## src/rtl/riscv_ctrl_pkg.sv

```systemverilog
// Shared encodings for the multicycle RISC-V main controller: the FSM
// state enum, opcode constants, datapath mux-select encodings, the
// packed control word driven by the output decoder, and the opcode
// dispatch used in DECODE.
package riscv_ctrl_pkg;

    // 4-bit state encoding; the value is also exported on state_dbg.
    typedef enum logic [3:0] {
        S_FETCH    = 4'd0,
        S_DECODE   = 4'd1,
        S_MEMADR   = 4'd2,
        S_MEMREAD  = 4'd3,
        S_MEMWB    = 4'd4,
        S_MEMWRITE = 4'd5,
        S_EXECR    = 4'd6,
        S_EXECI    = 4'd7,
        S_ALUWB    = 4'd8,
        S_BEQ      = 4'd9,
        S_JAL      = 4'd10,
        S_JALR     = 4'd11,
        S_LUI      = 4'd12,
        S_AUIPC    = 4'd13,
        S_TRAP     = 4'd14
    } state_t;

    // Major opcodes recognised by the controller.
    localparam logic [6:0] OP_LOAD   = 7'b0000011;
    localparam logic [6:0] OP_STORE  = 7'b0100011;
    localparam logic [6:0] OP_RTYPE  = 7'b0110011;
    localparam logic [6:0] OP_ITYPE  = 7'b0010011;
    localparam logic [6:0] OP_BRANCH = 7'b1100011;
    localparam logic [6:0] OP_JAL    = 7'b1101111;
    localparam logic [6:0] OP_JALR   = 7'b1100111;
    localparam logic [6:0] OP_LUI    = 7'b0110111;
    localparam logic [6:0] OP_AUIPC  = 7'b0010111;

    // Immediate formats.
    localparam logic [2:0] IMM_I = 3'b000;
    localparam logic [2:0] IMM_S = 3'b001;
    localparam logic [2:0] IMM_B = 3'b010;
    localparam logic [2:0] IMM_J = 3'b011;
    localparam logic [2:0] IMM_U = 3'b100;

    // ALU operand A select.
    localparam logic [1:0] SRCA_PC    = 2'b00;
    localparam logic [1:0] SRCA_OLDPC = 2'b01;
    localparam logic [1:0] SRCA_RS1   = 2'b10;
    localparam logic [1:0] SRCA_ZERO  = 2'b11;

    // ALU operand B select.
    localparam logic [1:0] SRCB_RS2  = 2'b00;
    localparam logic [1:0] SRCB_IMM  = 2'b01;
    localparam logic [1:0] SRCB_FOUR = 2'b10;

    // ALU operation class handed to the external ALU decoder.
    localparam logic [1:0] ALUOP_ADD    = 2'b00;
    localparam logic [1:0] ALUOP_BRANCH = 2'b01;
    localparam logic [1:0] ALUOP_FUNCT  = 2'b10;

    // Result bus select.
    localparam logic [1:0] RES_ALUOUT    = 2'b00;
    localparam logic [1:0] RES_DATA      = 2'b01;
    localparam logic [1:0] RES_ALURESULT = 2'b10;

    // Complete control word produced by the output decoder each cycle.
    typedef struct packed {
        logic       pc_update;
        logic       ir_write;
        logic       reg_write;
        logic       mem_write;
        logic       branch;
        logic       adr_src;
        logic       mem_req;
        logic       instr_done;
        logic [1:0] alu_src_a;
        logic [1:0] alu_src_b;
        logic [1:0] alu_op;
        logic [1:0] result_src;
    } ctrl_t;

    // Opcode dispatch out of DECODE; anything unrecognised traps.
    function automatic state_t decode_next(input logic [6:0] op);
        case (op)
            OP_LOAD,
            OP_STORE:  decode_next = S_MEMADR;
            OP_RTYPE:  decode_next = S_EXECR;
            OP_ITYPE:  decode_next = S_EXECI;
            OP_BRANCH: decode_next = S_BEQ;
            OP_JAL:    decode_next = S_JAL;
            OP_JALR:   decode_next = S_JALR;
            OP_LUI:    decode_next = S_LUI;
            OP_AUIPC:  decode_next = S_AUIPC;
            default:   decode_next = S_TRAP;
        endcase
    endfunction

endpackage

```

## src/rtl/imm_src_dec.sv

```systemverilog
// Immediate-format decoder: a purely combinational map from the opcode
// to ImmSrc. Opcodes without an immediate (and unknown opcodes) give the
// I format encoding, 000.
module imm_src_dec
    import riscv_ctrl_pkg::*;
#(
    parameter int IMM_W = 3
) (
    input  logic [6:0]       op,
    output logic [IMM_W-1:0] imm_src
);

    // Select the immediate layout for the current opcode.
    always_comb begin
        imm_src = IMM_W'(IMM_I);
        case (op)
            OP_LOAD,
            OP_ITYPE,
            OP_JALR:   imm_src = IMM_W'(IMM_I);
            OP_STORE:  imm_src = IMM_W'(IMM_S);
            OP_BRANCH: imm_src = IMM_W'(IMM_B);
            OP_JAL:    imm_src = IMM_W'(IMM_J);
            OP_LUI,
            OP_AUIPC:  imm_src = IMM_W'(IMM_U);
            default:   imm_src = IMM_W'(IMM_I);
        endcase
    end

endmodule

```

## src/rtl/mc_main_fsm.sv

```systemverilog
// Multicycle main controller. A Moore FSM sequences each instruction over
// 3-5 cycles and drives the shared-ALU datapath strobes and mux selects,
// traps illegal opcodes and counts retired instructions.
//
// Build option: define MC_MAIN_FSM_MEM_WAIT_EN to make FETCH, MEMREAD and
// MEMWRITE wait for mem_ready; without it mem_ready is ignored and every
// memory state lasts one cycle.
//
// Memory handshake: mem_req acts as "valid" and mem_ready as "ready"; an
// access completes on a rising edge where both are high. With waiting
// enabled, mem_req, AdrSrc and MemWrite stay stable while mem_ready is low,
// and the IR/PC strobes of FETCH fire only in the completing cycle.
module mc_main_fsm
    import riscv_ctrl_pkg::*;
#(
    parameter int CNT_W = 32,
    parameter int IMM_W = 3
) (
    input  logic             clk,
    input  logic             reset_n,
    input  logic [6:0]       op,
    input  logic             mem_ready,
    output logic             mem_req,
    output logic             PCUpdate,
    output logic             IRWrite,
    output logic             RegWrite,
    output logic             MemWrite,
    output logic             Branch,
    output logic             AdrSrc,
    output logic [1:0]       ALUSrcA,
    output logic [1:0]       ALUSrcB,
    output logic [1:0]       ALUOp,
    output logic [1:0]       ResultSrc,
    output logic [IMM_W-1:0] ImmSrc,
    output logic             illegal_op,
    output logic             instr_done,
    output logic [CNT_W-1:0] instr_count,
    output logic [3:0]       state_dbg
);

    state_t     state;
    state_t     state_next;
    ctrl_t      ctrl;
    logic       run;
    logic       mem_wait;
    logic [CNT_W-1:0] count_q;

`ifdef MC_MAIN_FSM_MEM_WAIT_EN
    // A memory state is held while the memory has not completed.
    assign mem_wait = ~mem_ready;
`else
    // Memory always completes in one cycle; mem_ready is not observed.
    logic unused_mem_ready;
    assign unused_mem_ready = mem_ready;
    assign mem_wait = 1'b0;
`endif

    // Run flag: low through reset and the first cycle after release, so
    // the controller idles one cycle in FETCH before issuing anything.
    always_ff @(posedge clk or negedge reset_n) begin
        if (!reset_n) begin
            run <= 1'b0;
        end else begin
            run <= 1'b1;
        end
    end

    // State register.
    always_ff @(posedge clk or negedge reset_n) begin
        if (!reset_n) begin
            state <= S_FETCH;
        end else begin
            state <= state_next;
        end
    end

    // Next-state logic; op is only consulted in DECODE and MEMADR.
    always_comb begin
        state_next = state;
        case (state)
            S_FETCH:    state_next = (run && !mem_wait) ? S_DECODE : S_FETCH;
            S_DECODE:   state_next = decode_next(op);
            S_MEMADR:   state_next = op[5] ? S_MEMWRITE : S_MEMREAD;
            S_MEMREAD:  state_next = mem_wait ? S_MEMREAD : S_MEMWB;
            S_MEMWB:    state_next = S_FETCH;
            S_MEMWRITE: state_next = mem_wait ? S_MEMWRITE : S_FETCH;
            S_EXECR:    state_next = S_ALUWB;
            S_EXECI:    state_next = S_ALUWB;
            S_ALUWB:    state_next = S_FETCH;
            S_BEQ:      state_next = S_FETCH;
            S_JAL:      state_next = S_ALUWB;
            S_JALR:     state_next = S_JAL;
            S_LUI:      state_next = S_ALUWB;
            S_AUIPC:    state_next = S_ALUWB;
            S_TRAP:     state_next = S_TRAP;
            default:    state_next = S_FETCH;
        endcase
    end

    // Output decode: per-state control word, strobes gated by the run flag.
    always_comb begin
        ctrl = '0;
        case (state)
            S_FETCH: begin
                ctrl.mem_req    = 1'b1;
                ctrl.ir_write   = ~mem_wait;
                ctrl.pc_update  = ~mem_wait;
                ctrl.alu_src_a  = SRCA_PC;
                ctrl.alu_src_b  = SRCB_FOUR;
                ctrl.alu_op     = ALUOP_ADD;
                ctrl.result_src = RES_ALURESULT;
            end
            S_DECODE: begin
                // Precompute OldPC + imm as the branch/jal target.
                ctrl.alu_src_a = SRCA_OLDPC;
                ctrl.alu_src_b = SRCB_IMM;
                ctrl.alu_op    = ALUOP_ADD;
            end
            S_MEMADR: begin
                ctrl.alu_src_a = SRCA_RS1;
                ctrl.alu_src_b = SRCB_IMM;
            end
            S_MEMREAD: begin
                ctrl.mem_req    = 1'b1;
                ctrl.adr_src    = 1'b1;
                ctrl.result_src = RES_ALUOUT;
            end
            S_MEMWB: begin
                ctrl.result_src = RES_DATA;
                ctrl.reg_write  = 1'b1;
                ctrl.instr_done = 1'b1;
            end
            S_MEMWRITE: begin
                ctrl.mem_req    = 1'b1;
                ctrl.adr_src    = 1'b1;
                ctrl.mem_write  = 1'b1;
                ctrl.instr_done = ~mem_wait;
            end
            S_EXECR: begin
                ctrl.alu_src_a = SRCA_RS1;
                ctrl.alu_src_b = SRCB_RS2;
                ctrl.alu_op    = ALUOP_FUNCT;
            end
            S_EXECI: begin
                ctrl.alu_src_a = SRCA_RS1;
                ctrl.alu_src_b = SRCB_IMM;
                ctrl.alu_op    = ALUOP_FUNCT;
            end
            S_ALUWB: begin
                ctrl.result_src = RES_ALUOUT;
                ctrl.reg_write  = 1'b1;
                ctrl.instr_done = 1'b1;
            end
            S_BEQ: begin
                // PC loads the DECODE-computed target only if Zero is set.
                ctrl.alu_src_a  = SRCA_RS1;
                ctrl.alu_src_b  = SRCB_RS2;
                ctrl.alu_op     = ALUOP_BRANCH;
                ctrl.result_src = RES_ALUOUT;
                ctrl.branch     = 1'b1;
                ctrl.instr_done = 1'b1;
            end
            S_JAL: begin
                // PC <= ALUOut (target) while the ALU forms OldPC + 4.
                ctrl.alu_src_a  = SRCA_OLDPC;
                ctrl.alu_src_b  = SRCB_FOUR;
                ctrl.result_src = RES_ALUOUT;
                ctrl.pc_update  = 1'b1;
            end
            S_JALR: begin
                // Overwrite ALUOut with rs1 + imm so JAL jumps there.
                ctrl.alu_src_a = SRCA_RS1;
                ctrl.alu_src_b = SRCB_IMM;
                ctrl.alu_op    = ALUOP_ADD;
            end
            S_LUI: begin
                ctrl.alu_src_a = SRCA_ZERO;
                ctrl.alu_src_b = SRCB_IMM;
            end
            S_AUIPC: begin
                ctrl.alu_src_a = SRCA_OLDPC;
                ctrl.alu_src_b = SRCB_IMM;
            end
            S_TRAP: begin
                ctrl = '0;
            end
            default: begin
                ctrl = '0;
            end
        endcase
        if (!run) begin
            ctrl.pc_update  = 1'b0;
            ctrl.ir_write   = 1'b0;
            ctrl.reg_write  = 1'b0;
            ctrl.mem_write  = 1'b0;
            ctrl.branch     = 1'b0;
            ctrl.mem_req    = 1'b0;
            ctrl.instr_done = 1'b0;
        end
    end

    // Retired-instruction counter; wraps modulo 2^CNT_W.
    always_ff @(posedge clk or negedge reset_n) begin
        if (!reset_n) begin
            count_q <= '0;
        end else if (ctrl.instr_done) begin
            count_q <= count_q + CNT_W'(1);
        end
    end

    imm_src_dec #(
        .IMM_W (IMM_W)
    ) u_imm_src_dec (
        .op      (op),
        .imm_src (ImmSrc)
    );

    assign PCUpdate    = ctrl.pc_update;
    assign IRWrite     = ctrl.ir_write;
    assign RegWrite    = ctrl.reg_write;
    assign MemWrite    = ctrl.mem_write;
    assign Branch      = ctrl.branch;
    assign AdrSrc      = ctrl.adr_src;
    assign mem_req     = ctrl.mem_req;
    assign instr_done  = ctrl.instr_done;
    assign ALUSrcA     = ctrl.alu_src_a;
    assign ALUSrcB     = ctrl.alu_src_b;
    assign ALUOp       = ctrl.alu_op;
    assign ResultSrc   = ctrl.result_src;
    // TRAP is absorbing until reset, so this flag is sticky.
    assign illegal_op  = (state == S_TRAP);
    assign instr_count = count_q;
    assign state_dbg   = state;

endmodule
```

## config.mk

```make
export PLATFORM = sky130hd
export DESIGN_NAME = mc_main_fsm
export DESIGN_NICKNAME = d
export VERILOG_FILES = /design/src/rtl/riscv_ctrl_pkg.sv /design/src/rtl/imm_src_dec.sv /design/src/rtl/mc_main_fsm.sv
export SDC_FILE = /design/constraint.sdc
export NUM_CORES = 1
export LEC_CHECK = 0
export ABC_AREA = 1
export CAP_MARGIN = 30
export CORE_MARGIN = 2
export CORE_UTILIZATION = 29
export DETAILED_ROUTE_END_ITERATION = 10
export HOLD_SLACK_MARGIN = 0.08
export SYNTH_ARGS = -nofsm -noshare
export SYNTH_HDL_FRONTEND = slang
export SYNTH_HIERARCHICAL = 1
export SYNTH_SLANG_ARGS = --single-unit
```

## constraint.sdc

```tcl
create_clock -name clk -period 1.6 [get_ports clk]
set_clock_uncertainty 0.2 [all_clocks]
set_input_delay 0.32 -clock clk [delete_from_list [all_inputs] [get_ports clk]]
set_output_delay 0.32 -clock clk [all_outputs]
set_load 0.03 [all_outputs]
```

# ---- Word-level counts from Yosys, hierarchy flattened
# Index checks and enable logic that the tools add are counted.
dict set report word_totals {
  register_bits 37
  inputBits 10
  output_inout_bits 56
  word_cells 58
}
dict set report op_classes {
  n_reduce_logical 13
  n_mux 18
  n_addsub 1
  n_eq_ne 23
}
# operator n
set op_table {}
lappend op_table {{adder 32 x 1 -> 32 bit, second input constant} 1}
lappend op_table {{case mux 4 bit (8 select lines)} 1}
lappend op_table {{== test 4 bit, second input constant} 7}
lappend op_table {{case mux 4 bit (7 select lines)} 1}
lappend op_table {{case mux 4 bit (6 select lines)} 1}
lappend op_table {{== test 7 x 6 -> 1 bit, second input constant} 3}
lappend op_table {{== test 7 bit, second input constant} 3}
lappend op_table {{== test 4 x 3 -> 1 bit, second input constant} 4}
lappend op_table {{OR reduction 2 bit} 8}
lappend op_table {{== test 7 x 5 -> 1 bit, second input constant} 2}
lappend op_table {{case mux 3 bit (4 select lines)} 1}
lappend op_table {{two-way mux 1 bit} 9}
lappend op_table {{== test 4 x 2 -> 1 bit, second input constant} 2}
lappend op_table {{case mux 2 bit (2 select lines)} 2}
lappend op_table {{== test 7 x 2 -> 1 bit, second input constant} 1}
lappend op_table {{OR reduction 3 bit} 2}
lappend op_table {{two-way mux 5 bit} 1}
lappend op_table {{OR reduction 5 bit} 1}
lappend op_table {{== test 4 x 1 -> 1 bit, second input constant} 1}
lappend op_table {{logical NOT 4 bit} 1}
lappend op_table {{OR reduction 4 bit} 1}
lappend op_table {{two-way mux 3 bit} 1}
lappend op_table {{two-way mux 2 bit} 1}

# ---- Longest topological paths before layout
# Gate-level depths: netlist of the first run.
dict set report depth {
  word_depth 4
  ltp_mapped 10
  mapped_depth_nobuf 10
}

# ---- Cells and area by module
# Netlist of the first run, hierarchy kept.
# module area_each_um2 cells_each seq_area_each_um2 n_inst
set modules_own_cells {}
lappend modules_own_cells {mc_main_fsm 2557.5 389 925.9 1}
lappend modules_own_cells {imm_src_dec 78.8 19 0.0 1}

# ---- Least setup slack after synthesis of the first run
# OpenSTA, ideal clock, no wires.
dict set report synth_timing {
  path_kind {register to output}
  from {register state[1], in the netlist state_dbg[1]}
  to {output port ALUSrcA[1]}
  t_required_ps 1080
  stages_incl_launch_ff 6
  path_buffers 0
  path_slack_ps -500
  arrival_ps 1580
  cell_sequence {dfrtp_1 inv_2 nand2_1 nor2_1 a21oi_1 o211ai_1}
}
dict set report synth_via {
  elab_chain_cells 3
  elab_cells_between_ends 14
  cone_classes {9 x eq/ne; 1 x mux; 4 x reduce/logical}
}
# element line
set synth_rtl {}
lappend synth_rtl {{start, declared} mc_main_fsm.sv:41} ;# state_t state;
lappend synth_rtl {{start signal, assigned} mc_main_fsm.sv:73} ;# state <= state_next;
lappend synth_rtl {{== test 4 bit, or another cell as far along} mc_main_fsm.sv:103} ;# case (state)
lappend synth_rtl {{OR reduction 3 bit (no line) / OR reduction 2 bit (equally long branches)} --}
lappend synth_rtl {{case mux 4 bit (6 select lines) *} mc_main_fsm.sv:103}
lappend synth_rtl {{end, declared} mc_main_fsm.sv:30} ;# output logic [1:0] ALUSrcA,
# Mark *: on every way between the ends. The rest lies on a longest branch, timed or not.

# ---- Final worst setup path of the first run
dict set report layout_timing {
  from {register state[1], in the netlist state_dbg[1]}
  to {output port RegWrite}
}
dict set report layout_via {
  elab_chain_cells 4
  elab_cells_between_ends 5
  cone_classes {2 x eq/ne; 2 x mux; 1 x reduce/logical}
}
# element line
set layout_rtl {}
lappend layout_rtl {{== test 4 bit / == test 4 x 3 -> 1 bit (equally long branches)} mc_main_fsm.sv:103}
lappend layout_rtl {{OR reduction 2 bit (no line) *} --}
lappend layout_rtl {{two-way mux 1 bit *} mc_main_fsm.sv:103}
lappend layout_rtl {{two-way mux 5 bit *} mc_main_fsm.sv:191} ;# if (!run) begin
lappend layout_rtl {{end, declared} mc_main_fsm.sv:26} ;# output logic RegWrite,
# Marked as above.

==> flow_summary.json, run 1 <==
{
  "gr-usage-all-layers_pct": 16.2,
  "finalHoldViolCount": 0,
  "slowest_stage": "dfrtp_2",
  "drt_pass1_iterations": 4,
  "hold_class": "primary input to flip-flop",
  "cap_violations": 0,
  "yosys.area_share.simple_pct": 48.1,
  "first_global_vias": 2753,
  "met1Wirelength_mm": 3.68,
  "utilization_pct": 51.2,
  "clockBufferDepth": 2,
  "syn_area_per_cell_um2": 6.46,
  "die_w_um": 99.3,
  "setup_ws_ps": -412,
  "cp.required_ps": 1080,
  "io_pins": 66,
  "status": "finished with violations",
  "root_buffer": "clkbuf_8",
  "dr_wl_met3_um": 399,
  "r2r-start": "state_dbg[1]$_DFF_PN0_",
  "ant_nets": 0,
  "start_util_pct": 30.1,
  "synth_seq_cells": 37,
  "muxShareOfSynthArea_pct": 0,
  "worst-path-max-fanout": 5,
  "endpoint_kind": "output port",
  "powerDensity_mw_per_mm2": 1060,
  "grt_max_degree": 38,
  "clock.fmax_mhz": 497,
  "buffer_ports.inserted": 64,
  "std_cell_rows": 34,
  "min_period_over_period_pct": 126,
  "critPathKind": "flip-flop to output port",
  "worstPathCellList": "buf_4, buf_6, nor2_4, nand2_4, nor2_4, buf_6",
  "cp.arrival_ps": 1490,
  "met2RoutedLength_mm": 4.12,
  "timing.hold.ws_ps": 283,
  "synth_flop_cell": "dfrtp_1",
  "synth_seq_area_share_pct": 35.1,
  "finalCriticalPeriod_ps": 2010,
  "reg2reg_setup_slack_ps": -310,
  "whs_path_depth": 5,
  "final_common_cell": "nand2_1",
  "total_power_mw": 4.75,
  "synth_xor_area_share_pct": 4.32,
  "antennaDiodeCount": 0,
  "cts_tree": "yes",
  "yosysUniqueCellTypes": 31,
  "synthCells": 408,
  "grt-ovfl-total": 0,
  "fin_area_mm2": 0.00449,
  "top_layer": "met4",
  "violations": "negative setup slack",
  "cts_sinks": 37,
  "synth_top_family_by_area": "simple AND/OR/NAND/NOR gates",
  "dieHeight_um": 99.3,
  "area_delta_synth_final_pct": 70.2,
  "fin_tns_setup_ps": -10650,
  "vias_per_cell": 4.55,
  "drive_gt1_share_pct": 46.2,
  "hold_path_end": "state_dbg[0]$_DFF_PN0_",
  "placed_area_mm2": 0.00380,
  "crit_path_start_kind": "flip-flop",
  "slowest_delay_ps": 460,
  "synth_edf_count": 0,
  "gp_congestion": 0.912,
  "async_reset_ff_share_pct": 100,
  "hpwl_mm": 6.01,
  "die_area_mm2": 0.00987,
  "first_iter_violations": 159,
  "htreeDepth": 2,
  "fin_nets": 568,
  "reg2reg_depth": 10,
  "vdd_ir_drop_max_mv": 0.596,
  "drt_wl_total_mm": 8.36,
  "hold_path_startpoint": "op[4]",
  "grt_pass1_wl_mm": 13.0,
  "synth_fa_ha_area_share_pct": 0.475,
  "syn_area_mm2": 0.00264,
  "final_cell_mix": "nand2_1 (141), buf_4 (97), inv_1 (45)",
  "clk_pin_slew_ps": 70,
  "clock_latency_ps": 300,
  "cts_inserted_buffers": 5,
  "r2r-end": "instr_count[11]$_DFFE_PN0P_",
  "slew_violations": 0,
  "synth_fp_nets": 419,
  "yosys_warnings": 6,
  "vias": 3033,
  "post_drt_wl_per_cell_um": 12.5,
  "antenna_found_initial": 0,
  "drc": 0,
  "setup_viol": 50,
  "core_area_mm2": 0.00876,
  "synth-compound-area-share_pct": 2.99,
  "rsz0062_at_grt": "true",
  "leakage_nw": 2.25
}
## cells in the mapped netlist, types with 3 or more instances
| cell type | number | share of area [%] |
|---|---|---|
| o21ai_1 | 3 | 0.57 |
| nand2_4 | 4 | 1.7 |
| nand2_1 | 156 | 22 |
| nand3_2 | 4 | 1.5 |
| nor2_1 | 66 | 9.4 |
| nor2_4 | 5 | 2.1 |
| nand4_1 | 6 | 1.4 |
| nand3_1 | 19 | 3.6 |
| nor2_2 | 8 | 1.9 |
| dfrtp_1 | 37 | 35 |
| nand2_2 | 6 | 1.4 |
| inv_2 | 4 | 0.57 |
| a21oi_1 | 5 | 0.95 |
| inv_1 | 54 | 7.7 |
| xor2_1 | 7 | 2.3 |
| xnor2_1 | 6 | 2.0 |
## power breakdown
group          internal [mW]  leakage, nW  total [mW]  switching, mW
combinational           1.36         1.73        2.88           1.52
clock                  0.310       0.0395       0.658          0.348
sequential              1.05        0.479        1.22          0.170
## sequential cells by signal (all words and copies together), names as in the netlist
signal	flops
instr_count	32
run	1
state_dbg	4
## final cells by class
class / instances / area, um2
clock buffers: 8 / 80.1
fillers: 819 / 4280
inverters: 59 / 229
multi-input cells: 310 / 1800
flip-flops and latches: 37 / 947
well taps: 108 / 135
repair buffers: 144 / 1290
## routing by layer
metal / GRT usage, % / vias to the layer above
met2: 26.8 / 63
met4: 4.43 / 0
li1: - / 1541
met5: 0 / -
met3: 2.60 / 15
met1: 22.2 / 1414
## metrics by stage
| step | cells | setup WS [ps] |
|---|---|---|
| 3_3_place_gp | 629 | -219 |
| 3_5_place_dp | 629 | -224 |
| 2_1_floorplan | 408 | -157 |
| 4_1_cts | 651 | -375 |
| 5_1_grt | 666 | -468 |
| 6_report | 666 | -412 |
## critical path, delay by kind of cell, from the launching register on
kind | cells | cell delay [ps]
and+or+nand+nor | 3 | 330
DFF | 1 | 460
buffers and inverters | 3 | 400
## worst max-delay path by stage
stage | from | end | slack [ps]
after floorplan | state_dbg[1]$_DFF_PN0_ | ALUSrcA[1] | -160
after global placement | op[6] | ImmSrc[0] | -220
after detailed placement | op[4] | ImmSrc[0] | -220
after CTS | state_dbg[1]$_DFF_PN0_ | ALUSrcA[1] | -380
after global routing | state_dbg[1]$_DFF_PN0_ | ALUSrcA[1] | -470
final | state_dbg[1]$_DFF_PN0_ | RegWrite | -410
## logic make-up (layout without fill, tap and decap cells)
family | after synthesis | count (layout)
compound gates | 14 | 14
other cells | 1 | 1
simple gates | 281 | 281
buf+inv | 61 | 211
fa+ha+maj | 1 | 1
xor+xnor | 13 | 13
flops | 37 | 37
## timing repair
item,CTS,global route
hold buffers,1,0
endpoints found under the setup margin,39,55
gates cloned,0,2
endpoints found under the hold margin,37,0
resized for setup,65,52
buffers inserted,13,16
pin swaps,17,19
Power figures use the tool's default switching activity.
==> run 2: changes to the inputs <==
--- a/config.mk
+++ b/config.mk
@@ -10,6 +10,7 @@
 export CORE_MARGIN = 2
 export CORE_UTILIZATION = 29
 export DETAILED_ROUTE_END_ITERATION = 10
+export GPL_TIMING_DRIVEN = 0
 export HOLD_SLACK_MARGIN = 0.08
 export SYNTH_ARGS = -nofsm -noshare
 export SYNTH_HDL_FRONTEND = slang
==> flow_summary.json, run 2 (synthesis results as in run 1) <==
{
  "die_w_um": 99.3,
  "hpwl_mm": 5.64,
  "grt_max_degree": 38,
  "cts_inserted_buffers": 5,
  "slowest_stage": "dfrtp_2",
  "pre_cts_ws_ps": -828,
  "gr-usage-all-layers_pct": 16.0,
  "slew_headroom_pct": 64.4,
  "internal_power_mw": 2.64,
  "clock.fmax_mhz": 497,
  "p_sw_share_pct": 43.3,
  "hold_class": "primary input to flip-flop",
  "min_period_over_period_pct": 126,
  "drt_pass1_iterations": 4,
  "start_util_pct": 30.1,
  "cts_tree": "yes",
  "dieHeight_um": 99.3,
  "slowest_delay_ps": 460,
  "violations": "negative setup slack",
  "cp.arrival_ps": 1490,
  "grt_pass1_wl_mm": 13.0,
  "combPwrFrac_pct": 55.2,
  "die_area_mm2": 0.00987,
  "worstPathCellList": "inv_2, nand2_2, nand2_4, nand2_8, buf_8, nor2_4, buf_6",
  "final_cell_mix": "nand2_1 (126), buf_4 (55), inv_1 (41)",
  "status": "finished with violations",
  "seqPwrFrac_pct": 26.3,
  "antennaDiodeCount": 0,
  "drc": 0,
  "worst-path-max-fanout": 4,
  "fin_nets": 542,
  "gp_congestion": 0.884,
  "crit_family": "flip-flops",
  "setup_ws_ps": -410,
  "drt_wl_total_mm": 8.19,
  "powerDensity_mw_per_mm2": 1050,
  "leakage_nw": 2.10,
  "vias_per_cell": 4.59,
  "cap_violations": 0,
  "critPathKind": "flip-flop to output port",
  "reg2reg_setup_slack_ps": -280,
  "endpoint_kind": "output port",
  "cts_sinks": 37,
  "io_pins": 66,
  "finalHoldViolCount": 0,
  "clk_pin_slew_ps": 70,
  "buffer_ports.inserted": 64,
  "clock_latency_ps": 300,
  "p_sw_mw": 2.01,
  "rsz0062_at_grt": "true",
  "crit_path_start_kind": "flip-flop",
  "vias": 2940,
  "root_buffer": "clkbuf_8",
  "crit_buf_inv": 3,
  "htreeDepth": 2,
  "fin_tns_setup_ps": -7980,
  "std_cell_rows": 34,
  "post_drt_wl_per_cell_um": 12.8,
  "core_area_mm2": 0.00876,
  "final_common_cell": "nand2_1",
  "tightest_slew_ps": 534,
  "ant_nets": 0,
  "finalCriticalPeriod_ps": 2010,
  "clockBufferDepth": 2,
  "largest_reg_flops": 32,
  "slew_violations": 0,
  "first_global_vias": 2762,
  "cp.required_ps": 1080,
  "vdd_ir_drop_max_mv": 0.579,
  "grt-ovfl-total": 0,
  "drive_gt1_share_pct": 53.0,
  "antenna_found_initial": 0,
  "first_iter_violations": 172,
  "setup_viol": 40,
  "area_delta_synth_final_pct": 67.5,
  "clkPwrFrac_pct": 18.5
}
[run 2: what timing repair did]
action	4_1_cts	5_1_grt
hold buffers	1	0
endpoints found under the hold margin	37	0
pin swaps	13	20
endpoints found under the setup margin	81	84
resized for setup	299	118
buffers inserted	25	27
[run 2: through the flow]
stage                     cells  area (um2)  power [mW]  hold WS [ps]  util, %
after floorplan             408        2790        2.45          -176        -
after global placement      580        3560        3.13           288     40.7
after detailed placement    580        3560        3.14           287     40.6
after CTS                   613        4010        4.40           231     45.7
after global routing        640        4420        4.87           226     50.4
final                       640        4420        4.65           187     50.4
[run 2: layout make-up]
class                           count  area [um2]
Multi-Input combinational cell    310        1920
Sequential cell                    37         960
Buffer                              2        30.0
Fill cell                         824        4350
Clock inverter                      1        30.0
Inverter                           59         238
Tap cell                          108         135
Clock buffer                        7        86.3
Timing Repair Buffer              116        1020
[run 2: power by group through the flow]
stage                     clock, mW  sequential (mW)  combinational (mW)
after floorplan                   0             1.39                1.06
after global placement            0             1.24                1.89
after detailed placement          0             1.24                1.90
after CTS                     0.880             1.22                2.31
after global routing          0.911             1.24                2.72
final                         0.859             1.23                2.57
[run 2: path summary, 6_finish.rpt]
kind                                             start  depth (start not counted)                     endpoint
max                             state_dbg[3]$_DFF_PN0_                          7                     RegWrite
min                                              op[4]                          4       state_dbg[0]$_DFF_PN0_
max reg2reg                     state_dbg[3]$_DFF_PN0_                         10  instr_count[11]$_DFFE_PN0P_
min reg2reg                instr_count[15]$_DFFE_PN0P_                          1  instr_count[15]$_DFFE_PN0P_
max in group asynchronous                      reset_n                          2       state_dbg[3]$_DFF_PN0_
min in group asynchronous                      reset_n                          2  instr_count[17]$_DFFE_PN0P_
[run 2: worst min-delay path, cell delays in order]
cell     delay [ps]
buf_2           120
o22ai_1         100
nand3_1          60
nand2_1          40
[run 2: metal layers]
layer	vias to the layer above	share of wire [%]	wire, um	global-route usage [%]
met3	10	4.5	372	2.67
met2	61	49	4040	27.1
li1	1486	-	-	-
met1	1383	45	3660	21.3
met4	0	1.4	115	4.11
met5	-	0	0	0
==> run 3: changes to the inputs <==
--- a/config.mk
+++ b/config.mk
@@ -6,6 +6,7 @@
 export NUM_CORES = 1
 export LEC_CHECK = 0
 export ABC_AREA = 1
+export ABC_CLOCK_PERIOD_IN_PS = 1600
 export CAP_MARGIN = 30
 export CORE_MARGIN = 2
 export CORE_UTILIZATION = 29
==> results of run 3 <==
No change in the layout: final DEF, timing and power equal those of run 2.
